===== src/rtl/fmc_lcd_wrbuf_if.sv =====
// Bus bundle for the FMC-to-LCD write buffer: FMC write side, LCD replay
// side, status, and a debug view of the drain FSM state.
interface fmc_lcd_wrbuf_if #(
    parameter int DEPTH_LOG2 = 4
);
    logic                  fmc_nwe;
    logic                  fmc_ne;
    logic                  fmc_rs;
    logic [23:0]           fmc_addr;
    logic                  ovf_clr;
    logic                  lcd_cs;
    logic                  lcd_rs;
    logic                  lcd_wr;
    logic [23:0]           lcd_data;
    logic                  busy;
    logic                  overflow;
    logic [DEPTH_LOG2:0]   level;
    logic [1:0]            dbg_state;

    // Driver side: the MCU/FMC model and the observer of the LCD bus.
    modport master (
        output fmc_nwe, fmc_ne, fmc_rs, fmc_addr, ovf_clr,
        input  lcd_cs, lcd_rs, lcd_wr, lcd_data, busy, overflow, level, dbg_state
    );

    // Buffer side.
    modport slave (
        input  fmc_nwe, fmc_ne, fmc_rs, fmc_addr, ovf_clr,
        output lcd_cs, lcd_rs, lcd_wr, lcd_data, busy, overflow, level, dbg_state
    );
endinterface


===== src/rtl/fmc_lcd_wrbuf.sv =====
// FMC-to-LCD write buffer. Synchronises the FMC write strobe, captures each
// write into a FIFO of {rs, data[23:0]} entries and replays them onto the
// LCD parallel bus with programmable WR low/high times.
// dbg_state encoding: 0=IDLE, 1=SETUP, 2=WLO, 3=WHI.
module fmc_lcd_wrbuf #(
    parameter int DEPTH_LOG2 = 4,
    parameter int WR_LOW     = 3,
    parameter int WR_HIGH    = 3
) (
    input  logic           clk,
    input  logic           rst,
    fmc_lcd_wrbuf_if.slave bus
);
    localparam int                  DEPTH     = 1 << DEPTH_LOG2;
    localparam logic [3:0]          LOW_LOAD  = 4'(WR_LOW - 1);
    localparam logic [3:0]          HIGH_LOAD = 4'(WR_HIGH - 1);
    localparam logic [DEPTH_LOG2-1:0] PTR_ONE = 1;
    localparam logic [DEPTH_LOG2:0]   LVL_ONE = 1;
    localparam logic [DEPTH_LOG2:0]   LVL_FULL = (DEPTH_LOG2+1)'(DEPTH);

    typedef enum logic [1:0] {
        IDLE  = 2'd0,
        SETUP = 2'd1,
        WLO   = 2'd2,
        WHI   = 2'd3
    } state_t;

    logic                  nwe_s1_q, nwe_s1_d, nwe_s2_q, nwe_s2_d;
    logic                  ne_s1_q, ne_s1_d, ne_s2_q, ne_s2_d;
    logic                  nwe_prev_q, nwe_prev_d, ne_prev_q, ne_prev_d;
    logic [24:0]           cap_q, cap_d;
    logic [24:0]           mem_q [DEPTH];
    logic [DEPTH_LOG2-1:0] wr_ptr_q, wr_ptr_d, rd_ptr_q, rd_ptr_d;
    logic [DEPTH_LOG2:0]   level_q, level_d;
    logic                  overflow_q, overflow_d;
    state_t                state_q, state_d;
    logic [3:0]            cnt_q, cnt_d;
    logic                  lcd_cs_q, lcd_cs_d, lcd_wr_q, lcd_wr_d, lcd_rs_q, lcd_rs_d;
    logic [23:0]           lcd_data_q, lcd_data_d;
    logic                  busy_q, busy_d;
    logic                  push, push_ok, drop, pop, empty, full;

    assign empty = (level_q == '0);
    assign full  = (level_q == LVL_FULL);

    // Synchroniser, capture register, push detection and FIFO bookkeeping.
    always_comb begin
        nwe_s1_d   = bus.fmc_nwe;
        nwe_s2_d   = nwe_s1_q;
        ne_s1_d    = bus.fmc_ne;
        ne_s2_d    = ne_s1_q;
        nwe_prev_d = nwe_s2_q;
        ne_prev_d  = ne_s2_q;
        cap_d      = cap_q;
        if (!nwe_s2_q && !ne_s2_q) begin
            cap_d = {bus.fmc_rs, bus.fmc_addr};
        end
        // One push per strobe: the synchronised nWE rising edge, qualified
        // by the chip enable seen in the cycle before the edge.
        push    = nwe_s2_q && !nwe_prev_q && !ne_prev_q;
        push_ok = push && (!full || pop);
        drop    = push && full && !pop;
        wr_ptr_d = push_ok ? wr_ptr_q + PTR_ONE : wr_ptr_q;
        rd_ptr_d = pop ? rd_ptr_q + PTR_ONE : rd_ptr_q;
        level_d  = level_q;
        if (push_ok && !pop) begin
            level_d = level_q + LVL_ONE;
        end else if (!push_ok && pop) begin
            level_d = level_q - LVL_ONE;
        end
        // A drop in the same cycle as a clear keeps the flag set.
        overflow_d = overflow_q;
        if (drop) begin
            overflow_d = 1'b1;
        end else if (bus.ovf_clr) begin
            overflow_d = 1'b0;
        end
    end

    // Drain FSM next state, pop decision and registered LCD outputs.
    always_comb begin
        state_d = state_q;
        cnt_d   = cnt_q;
        pop     = 1'b0;
        unique case (state_q)
            IDLE: begin
                if (!empty) begin
                    pop     = 1'b1;
                    state_d = SETUP;
                    cnt_d   = '0;
                end
            end
            SETUP: begin
                state_d = WLO;
                cnt_d   = LOW_LOAD;
            end
            WLO: begin
                if (cnt_q == '0) begin
                    state_d = WHI;
                    cnt_d   = HIGH_LOAD;
                end else begin
                    cnt_d = cnt_q - 4'd1;
                end
            end
            WHI: begin
                if (cnt_q == '0) begin
                    cnt_d = '0;
                    if (!empty) begin
                        pop     = 1'b1;
                        state_d = SETUP;
                    end else begin
                        state_d = IDLE;
                    end
                end else begin
                    cnt_d = cnt_q - 4'd1;
                end
            end
            default: state_d = IDLE;
        endcase
        lcd_cs_d   = (state_d == IDLE);
        lcd_wr_d   = (state_d != WLO);
        lcd_rs_d   = lcd_rs_q;
        lcd_data_d = lcd_data_q;
        if (pop) begin
            {lcd_rs_d, lcd_data_d} = mem_q[rd_ptr_q];
        end
        busy_d = (level_d != '0) || (state_d != IDLE);
    end

    // FIFO storage; contents are don't-care after reset since pointers clear.
    always_ff @(posedge clk) begin
        if (push_ok) begin
            mem_q[wr_ptr_q] <= cap_q;
        end
    end

    // State register for synchroniser, FIFO control, FSM and outputs.
    always_ff @(posedge clk or negedge rst) begin
        if (!rst) begin
            nwe_s1_q   <= 1'b1;
            nwe_s2_q   <= 1'b1;
            ne_s1_q    <= 1'b1;
            ne_s2_q    <= 1'b1;
            nwe_prev_q <= 1'b1;
            ne_prev_q  <= 1'b1;
            cap_q      <= '0;
            wr_ptr_q   <= '0;
            rd_ptr_q   <= '0;
            level_q    <= '0;
            overflow_q <= 1'b0;
            state_q    <= IDLE;
            cnt_q      <= '0;
            lcd_cs_q   <= 1'b1;
            lcd_wr_q   <= 1'b1;
            lcd_rs_q   <= 1'b0;
            lcd_data_q <= '0;
            busy_q     <= 1'b0;
        end else begin
            nwe_s1_q   <= nwe_s1_d;
            nwe_s2_q   <= nwe_s2_d;
            ne_s1_q    <= ne_s1_d;
            ne_s2_q    <= ne_s2_d;
            nwe_prev_q <= nwe_prev_d;
            ne_prev_q  <= ne_prev_d;
            cap_q      <= cap_d;
            wr_ptr_q   <= wr_ptr_d;
            rd_ptr_q   <= rd_ptr_d;
            level_q    <= level_d;
            overflow_q <= overflow_d;
            state_q    <= state_d;
            cnt_q      <= cnt_d;
            lcd_cs_q   <= lcd_cs_d;
            lcd_wr_q   <= lcd_wr_d;
            lcd_rs_q   <= lcd_rs_d;
            lcd_data_q <= lcd_data_d;
            busy_q     <= busy_d;
        end
    end

    assign bus.lcd_cs    = lcd_cs_q;
    assign bus.lcd_wr    = lcd_wr_q;
    assign bus.lcd_rs    = lcd_rs_q;
    assign bus.lcd_data  = lcd_data_q;
    assign bus.busy      = busy_q;
    assign bus.overflow  = overflow_q;
    assign bus.level     = level_q;
    assign bus.dbg_state = state_q;
endmodule

===== src/flat_wrapper.sv =====
// flat-port wrapper written by rule: the top's interface ports become plain ports
module fmc_lcd_wrbuf_flat 
#(
    parameter int DEPTH_LOG2 = 4,
    parameter int WR_LOW     = 3,
    parameter int WR_HIGH    = 3
)
  (clk, rst, bus_fmc_nwe, bus_fmc_ne, bus_fmc_rs, bus_fmc_addr, bus_ovf_clr, bus_lcd_cs, bus_lcd_rs, bus_lcd_wr, bus_lcd_data, bus_busy, bus_overflow, bus_level, bus_dbg_state);
  fmc_lcd_wrbuf_if #(.DEPTH_LOG2(DEPTH_LOG2)) bus_i ();
  input  logic clk;
  input  logic rst;
  input wire logic [$bits(bus_i.fmc_nwe)-1:0] bus_fmc_nwe;
  input wire logic [$bits(bus_i.fmc_ne)-1:0] bus_fmc_ne;
  input wire logic [$bits(bus_i.fmc_rs)-1:0] bus_fmc_rs;
  input wire logic [$bits(bus_i.fmc_addr)-1:0] bus_fmc_addr;
  input wire logic [$bits(bus_i.ovf_clr)-1:0] bus_ovf_clr;
  output wire logic [$bits(bus_i.lcd_cs)-1:0] bus_lcd_cs;
  output wire logic [$bits(bus_i.lcd_rs)-1:0] bus_lcd_rs;
  output wire logic [$bits(bus_i.lcd_wr)-1:0] bus_lcd_wr;
  output wire logic [$bits(bus_i.lcd_data)-1:0] bus_lcd_data;
  output wire logic [$bits(bus_i.busy)-1:0] bus_busy;
  output wire logic [$bits(bus_i.overflow)-1:0] bus_overflow;
  output wire logic [$bits(bus_i.level)-1:0] bus_level;
  output wire logic [$bits(bus_i.dbg_state)-1:0] bus_dbg_state;
  assign bus_i.fmc_nwe = bus_fmc_nwe;
  assign bus_i.fmc_ne = bus_fmc_ne;
  assign bus_i.fmc_rs = bus_fmc_rs;
  assign bus_i.fmc_addr = bus_fmc_addr;
  assign bus_i.ovf_clr = bus_ovf_clr;
  assign bus_lcd_cs = bus_i.lcd_cs;
  assign bus_lcd_rs = bus_i.lcd_rs;
  assign bus_lcd_wr = bus_i.lcd_wr;
  assign bus_lcd_data = bus_i.lcd_data;
  assign bus_busy = bus_i.busy;
  assign bus_overflow = bus_i.overflow;
  assign bus_level = bus_i.level;
  assign bus_dbg_state = bus_i.dbg_state;
  fmc_lcd_wrbuf #(.DEPTH_LOG2(DEPTH_LOG2), .WR_LOW(WR_LOW), .WR_HIGH(WR_HIGH)) u_core (.clk(clk), .rst(rst), .bus(bus_i));
endmodule

===== config.mk =====
export PLATFORM = sky130hd
export DESIGN_NAME = fmc_lcd_wrbuf_flat
export DESIGN_NICKNAME = d
export VERILOG_FILES = /design/src/rtl/fmc_lcd_wrbuf_if.sv /design/src/rtl/fmc_lcd_wrbuf.sv /design/src/flat_wrapper.sv
export SDC_FILE = /design/constraint.sdc
export NUM_CORES = 1
export LEC_CHECK = 0
export ABC_CLOCK_PERIOD_IN_PS = 5500
export CAP_MARGIN = 20
export CORE_UTILIZATION = 45
export DETAILED_ROUTE_END_ITERATION = 10
export HOLD_SLACK_MARGIN = 0.03
export SLEW_MARGIN = 0
export SYNTH_ARGS = -nofsm -noshare
export SYNTH_HDL_FRONTEND = slang
export SYNTH_SLANG_ARGS = --single-unit

===== constraint.sdc =====
create_clock -name clk -period 5.5 [get_ports clk]
set_clock_uncertainty 0.05 [all_clocks]
set_input_delay 0.55 -clock clk [delete_from_list [all_inputs] [get_ports clk]]
set_output_delay 0.55 -clock clk [all_outputs]
set_load 0.01 [all_outputs]

* Yosys cells after proc, flatten, opt, wreduce, memory -nomap -nowiden
Memories as Yosys holds them, arrays and structs flattened. A register that Yosys moved wholly into a read port is not among the register bits.
Cells that the tools add are included.
** Operators by class
- Eq/ne operators :: 6
- Shifts and indexed selects :: 0
- $mul :: 0
- Multiplexer cells :: 18
- Add/subtract/negate cells :: 5
- Magnitude comparators :: 0
- Bitwise operators :: 0
- Reductions and logical operators :: 25
- Divide/modulo/power cells :: 0
** Operators with widths (count)
- 4-bit case mux with 4 select lines :: 1
- 4-bit 2-to-1 mux :: 3
- 5-bit 2-to-1 mux :: 2
- 4-bit by 1-bit adder with 4-bit output, second input constant :: 2
- 1-bit logical AND :: 8
- 1-bit zero test :: 8
- 2-bit case mux with 4 select lines :: 1
- 1-bit 2-to-1 mux :: 7
- 2-bit 2-to-1 mux :: 3
- 5-bit by 1-bit adder with 5-bit output, second input constant :: 1
- 5-bit == test, second input constant :: 1
- 5-bit zero test :: 1
- 5-bit nonzero test :: 1
- 5-bit by 1-bit subtractor with 5-bit output, second input constant :: 1
- 2-bit == test, second input constant :: 2
- 2-bit zero test :: 2
- 4-bit zero test :: 1
- 2-bit != test, second input constant :: 2
- 2-bit nonzero test :: 2
- 4-bit by 1-bit subtractor with 4-bit output, second input constant :: 1
- 2-bit by 1-bit == test with 1-bit output, second input constant :: 1
- 1-bit logical OR :: 2
- 1-bit case mux with 2 select lines :: 1
** Storage, ports and cells
- Bits in latches :: 0
- Bits in writable memories :: 400
- Memories kept :: 1
- Bits of input ports :: 30
- Output and inout port bits :: 36
- Flip-flop bits (word level) :: 54
- Word-level logic and storage cells :: 71
- Bits in read-only memories :: 0
** Memories
- u_core.mem_q :: words 16, width 25, rd ports 1, clocked after Yosys merged registers in 1, wr ports 1, line fmc_lcd_wrbuf.sv:32 : logic [24:0] mem_q [DEPTH];

* Longest topological paths before layout
- Depth after elaboration :: 12
- Depth in mapped cells :: 9
- Gate-level depth less buffers :: 8

* Least setup slack after synthesis
Ideal clock, no wire load.
- Path type :: reg2reg
- Start :: register u_core.cnt_q[0]
- End :: memory u_core.mem_q[3][0] (enable)
- Path slack :: 1.263 ns
- Required time :: 5.012 ns
- Buffers on the path :: 2
- Stages on the path, launching flop included :: 8
- Arrival time :: 3.749 ns
- Period minus slack after synthesis :: 4.237 ns
- Setup time :: 0.438 ns
- Cells stage by stage :: dfrtp_1 > buf_6 > or4_4 > a2111o_1 > buf_6 > a21boi_4 > nand2_1 > nor3_1
** On the way
- Cells in the longest elaborated chain, start to end :: 7
** Ends and longest elaborated chain
- start: declaration :: line fmc_lcd_wrbuf.sv:37 : logic [3:0] cnt_q, cnt_d;
- start signal: assignment :: line fmc_lcd_wrbuf.sv:171 : cnt_q <= cnt_d;
- 4-bit zero test :: line fmc_lcd_wrbuf.sv:106 : if (cnt_q == '0) begin
- 1-bit 2-to-1 mux :: line fmc_lcd_wrbuf.sv:106
- 1-bit case mux with 2 select lines :: line fmc_lcd_wrbuf.sv:85 : unique case (state_q)
- 1-bit logical OR :: line fmc_lcd_wrbuf.sv:61 : push_ok = push && (!full || pop);
- 1-bit logical AND :: line fmc_lcd_wrbuf.sv:61
- 1-bit 2-to-1 mux :: line fmc_lcd_wrbuf.sv:132 : if (push_ok) begin
- 1-bit 2-to-1 mux (not written as such) :: line fmc_lcd_wrbuf.sv:133 : mem_q[wr_ptr_q] <= cap_q;
- end: declaration :: line fmc_lcd_wrbuf.sv:32
Every way passes these cells.

* Final worst setup path
- Start :: register u_core.cnt_q[0]
- End :: memory u_core.mem_q[3][22] (enable)
The elaborated chain is that of the path after synthesis.

==> impl_metrics.csv <==
group,metric,value,unit
yosys,synth.most_common_cell,"edfxtp_1",
layout,drive_gt1_frac,0.316,
clock_network,cts_buffers,49,
yosys,ys_seq_area_frac,0.762,
worst_hold_path,hold_class,"reg -> reg",
yosys,synth_top_area_cell,"edfxtp_1",
drt,drt-initial-drc-count,550,
setup_path,crit_type,"reg -> reg",
job,maxCapViolCount,0,
floorplanning,coreArea,40000,sq um
floorplanning,rows,73,
yosys,ys_ff_latch,479,
placement,gp_congestion,0.703,
yosys,syn_area_per_cell,22.5,sq um
clock_network,cts_root_buf,"clkbuf_16",
layout,antenna_cells,0,
global_route,grt_first_pass_wirelength,54.9,mm
power_and_ir_drop,power,10.8,mW
timing,holdWs,0.310,ns
power_and_ir_drop,p_leak,7.01,nW
timing,max_freq,280,MHz
placement,pre_cts_slack,1.92,ns
drt,drc,0,
timing,rsz0062_at_grt,"no",
clock_network,clk_pin_slew,0.06,ns
layout,syn_to_final_growth,16.6,%
yosys,netlist.area_leader.share,0.654,
clock_network,cts_tree,"yes",
global_route,groute.usage.overall,0.181,
setup_path,worstPathRequired,5.68,ns
timing,worst_slew_pin_slew,1.11,ns
floorplanning,die_h,204,um
yosys,async_flop_share,0.165,
setup_path,cp_max_fo,19,
floorplanning,floorplan.initialDensity,0.459,
setup_path,crit_path_end_kind,"flop",
yosys,syn_nets,857,
yosys,yosys_warnings,0,
drt,wl_per_cell,24.2,um
setup_path,start_kind,"flop",
yosys,ys_types,47,
drt,antenna_left,0,
yosys,synth_edf_count,400,
floorplanning,ioPinCount,66,
global_route,antenna_found_initial,0,
clock_network,htreeDepth,2,
yosys,synth_ff_type,"edfxtp_1",
timing,maxSlewViolCount,0,
timing,fin_crit,3.57,ns
timing,hold_violations,0,
clock_network,cts_resized,0,
drt,via_per_inst,5.53,
timing,fin_crit_sh,0.649,
drt,vias,8163,
timing,setup_viol,0,
clock_network,insertion_delay,0.58,ns
timing,relSlewSlack,0.260,
floorplanning,die-width,204,um
clock_network,cts_buffer_depth,3,
yosys,synth_area_leaders,"edfxtp_1 65%, mux4_2 15%, dfrtp_1 9.7%",
global_route,grt_pass1_vias,8621,
drt,wl,35.8,mm
yosys,synthTopCellsByCount,"400 x edfxtp_1, 125 x mux4_2, 71 x dfrtp_1, 50 x mux2_2, 22 x nor2_1",
power_and_ir_drop,peakVddDrop,0.303,mV
setup_path,cp_data_arrival_time,3.75,ns
placement,hpwl,19.9,mm
floorplanning,die-area,41600,sq um
clock_network,cts_num_sinks,479,
timing,tns,0,ns
layout,finalNetCount,952,
placement,port_buffers,65,
power_and_ir_drop,power_density,505,nW/um^2
status,outcome,"finished, final reports clean",
global_route,grt-ovfl-total,0,
yosys,netlist_area,18400,sq um
drt,drt_pass1_iterations,6,
timing,setup_ws,1.93,ns
global_route,grt_max_degree,50,
yosys,syn_inst,815,
setup_path,reg2reg_slack,1.93,ns
## path summary, 6_finish.rpt
path,end,startpoint,cells past startpoint
min,u_core.nwe_prev_d$_DFF_PN1_,u_core.nwe_s1_q$_DFF_PN1_,0
min in group asynchronous,u_core.bus.lcd_data[22]$_DFFE_PN0N_,rst,2
max in group asynchronous,u_core.cap_q[24]$_DFFE_PN0P_,rst,3
min reg2reg,u_core.nwe_prev_d$_DFF_PN1_,u_core.nwe_s1_q$_DFF_PN1_,0
max,u_core.mem_q[3][22]$_DFFE_PP_,u_core.cnt_q[0]$_DFFE_PN0P_,6
max reg2reg,u_core.mem_q[3][22]$_DFFE_PP_,u_core.cnt_q[0]$_DFFE_PN0P_,6
## cell families after synthesis
| logic type | share of synthesized area |
|---|---|
| AND/OR/NAND/NOR | 0.0175 |
| flip-flops | 0.762 |
| adder cells (fa/ha/maj) | 0.00817 |
| AO/OA/AOI/OAI | 0.00987 |
| multiplexers | 0.186 |
| XOR/XNOR | 0.00429 |
| buffers and inverters | 0.0120 |
## registers in the layout, summed over array words and instances, names as in the netlist, 2 cells and up
signal and flops:
u_core.cnt_q 4, u_core.bus.dbg_state 2, u_core.bus.level 5, u_core.wr_ptr_q 4
u_core.rd_ptr_q 4, u_core.mem_q 400, u_core.bus.lcd_data 24, u_core.cap_q 25
## critical path: stages, from the launching register on
cell	delay, ns
dfrtp_1	0.46
or4_4	0.58
a2111o_2	0.52
a21boi_4	0.30
nand2_1	0.31
nor3_2	0.56
buf_4	0.44
## per-stage QoR
stage	utilization	std cells	area (sq um)
3_3_place_gp	0.494	1382	19800
5_1_grt	0.535	1475	21400
6_report	0.535	1475	21400
4_1_cts	0.535	1475	21400
2_1_floorplan	-	815	18400
3_5_place_dp	0.495	1383	19800
## area by class of cell
type | instances | area (sq um)
tap | 525 | 657
clock inverter | 26 | 283
timing repair buffer | 83 | 818
inverter | 10 | 37.5
fill | 3084 | 18600
clock buffer | 65 | 1350
sequential | 479 | 14000
multi-input combinational | 287 | 4270
## layout by cell type (no fill, tap or decap), types with 2 or more instances in the layout
cell type,Yosys,final
nand4_1,3,3
clkbuf_8,0,6
inv_6,0,2
clkdlybuf4s50_1,0,64
nor3_1,9,5
mux2_2,50,50
buf_4,0,16
xnor2_1,5,5
xor2_1,4,4
clkinv_2,0,8
nor3_2,0,4
mux2i_1,3,3
dfstp_2,8,8
edfxtp_1,400,400
inv_1,10,10
nand2_1,11,11
nor2_1,22,9
clkbuf_1,21,10
nand2b_1,3,3
mux4_2,125,125
o21ai_0,6,6
clkinv_1,0,8
bufinv_16,0,6
and2_1,2,2
ha_1,12,12
a21oi_1,5,5
o31ai_1,2,2
nor2_4,0,13
dfrtp_1,71,68
dfrtp_4,0,2
clkbuf_16,0,49
clkinvlp_4,0,2
nand3_1,2,2
## power breakdown
group	switching, mW	internal, mW	total [mW]
Clock	1.35	2.00	3.35
Combinational	1.16	1.54	2.70
Sequential	0.447	4.32	4.77
## routing by layer
layer | global-route usage | vias up | wire (um) | part of all wire
met4 | 0.0426 | 0 | 600 | 0.017
met2 | 0.295 | 168 | 17800 | 0.50
met3 | 0.0328 | 49 | 1560 | 0.044
li1 | - | 3574 | - | -
met1 | 0.254 | 4372 | 15800 | 0.44
met5 | 0 | - | 0 | 0
## repair_timing
item,CTS,global route
setup buffers,0,0
hold buffers,1,0
endpoints found under the hold margin,30,0
Note: power is estimated with default switching activity, not from simulation.
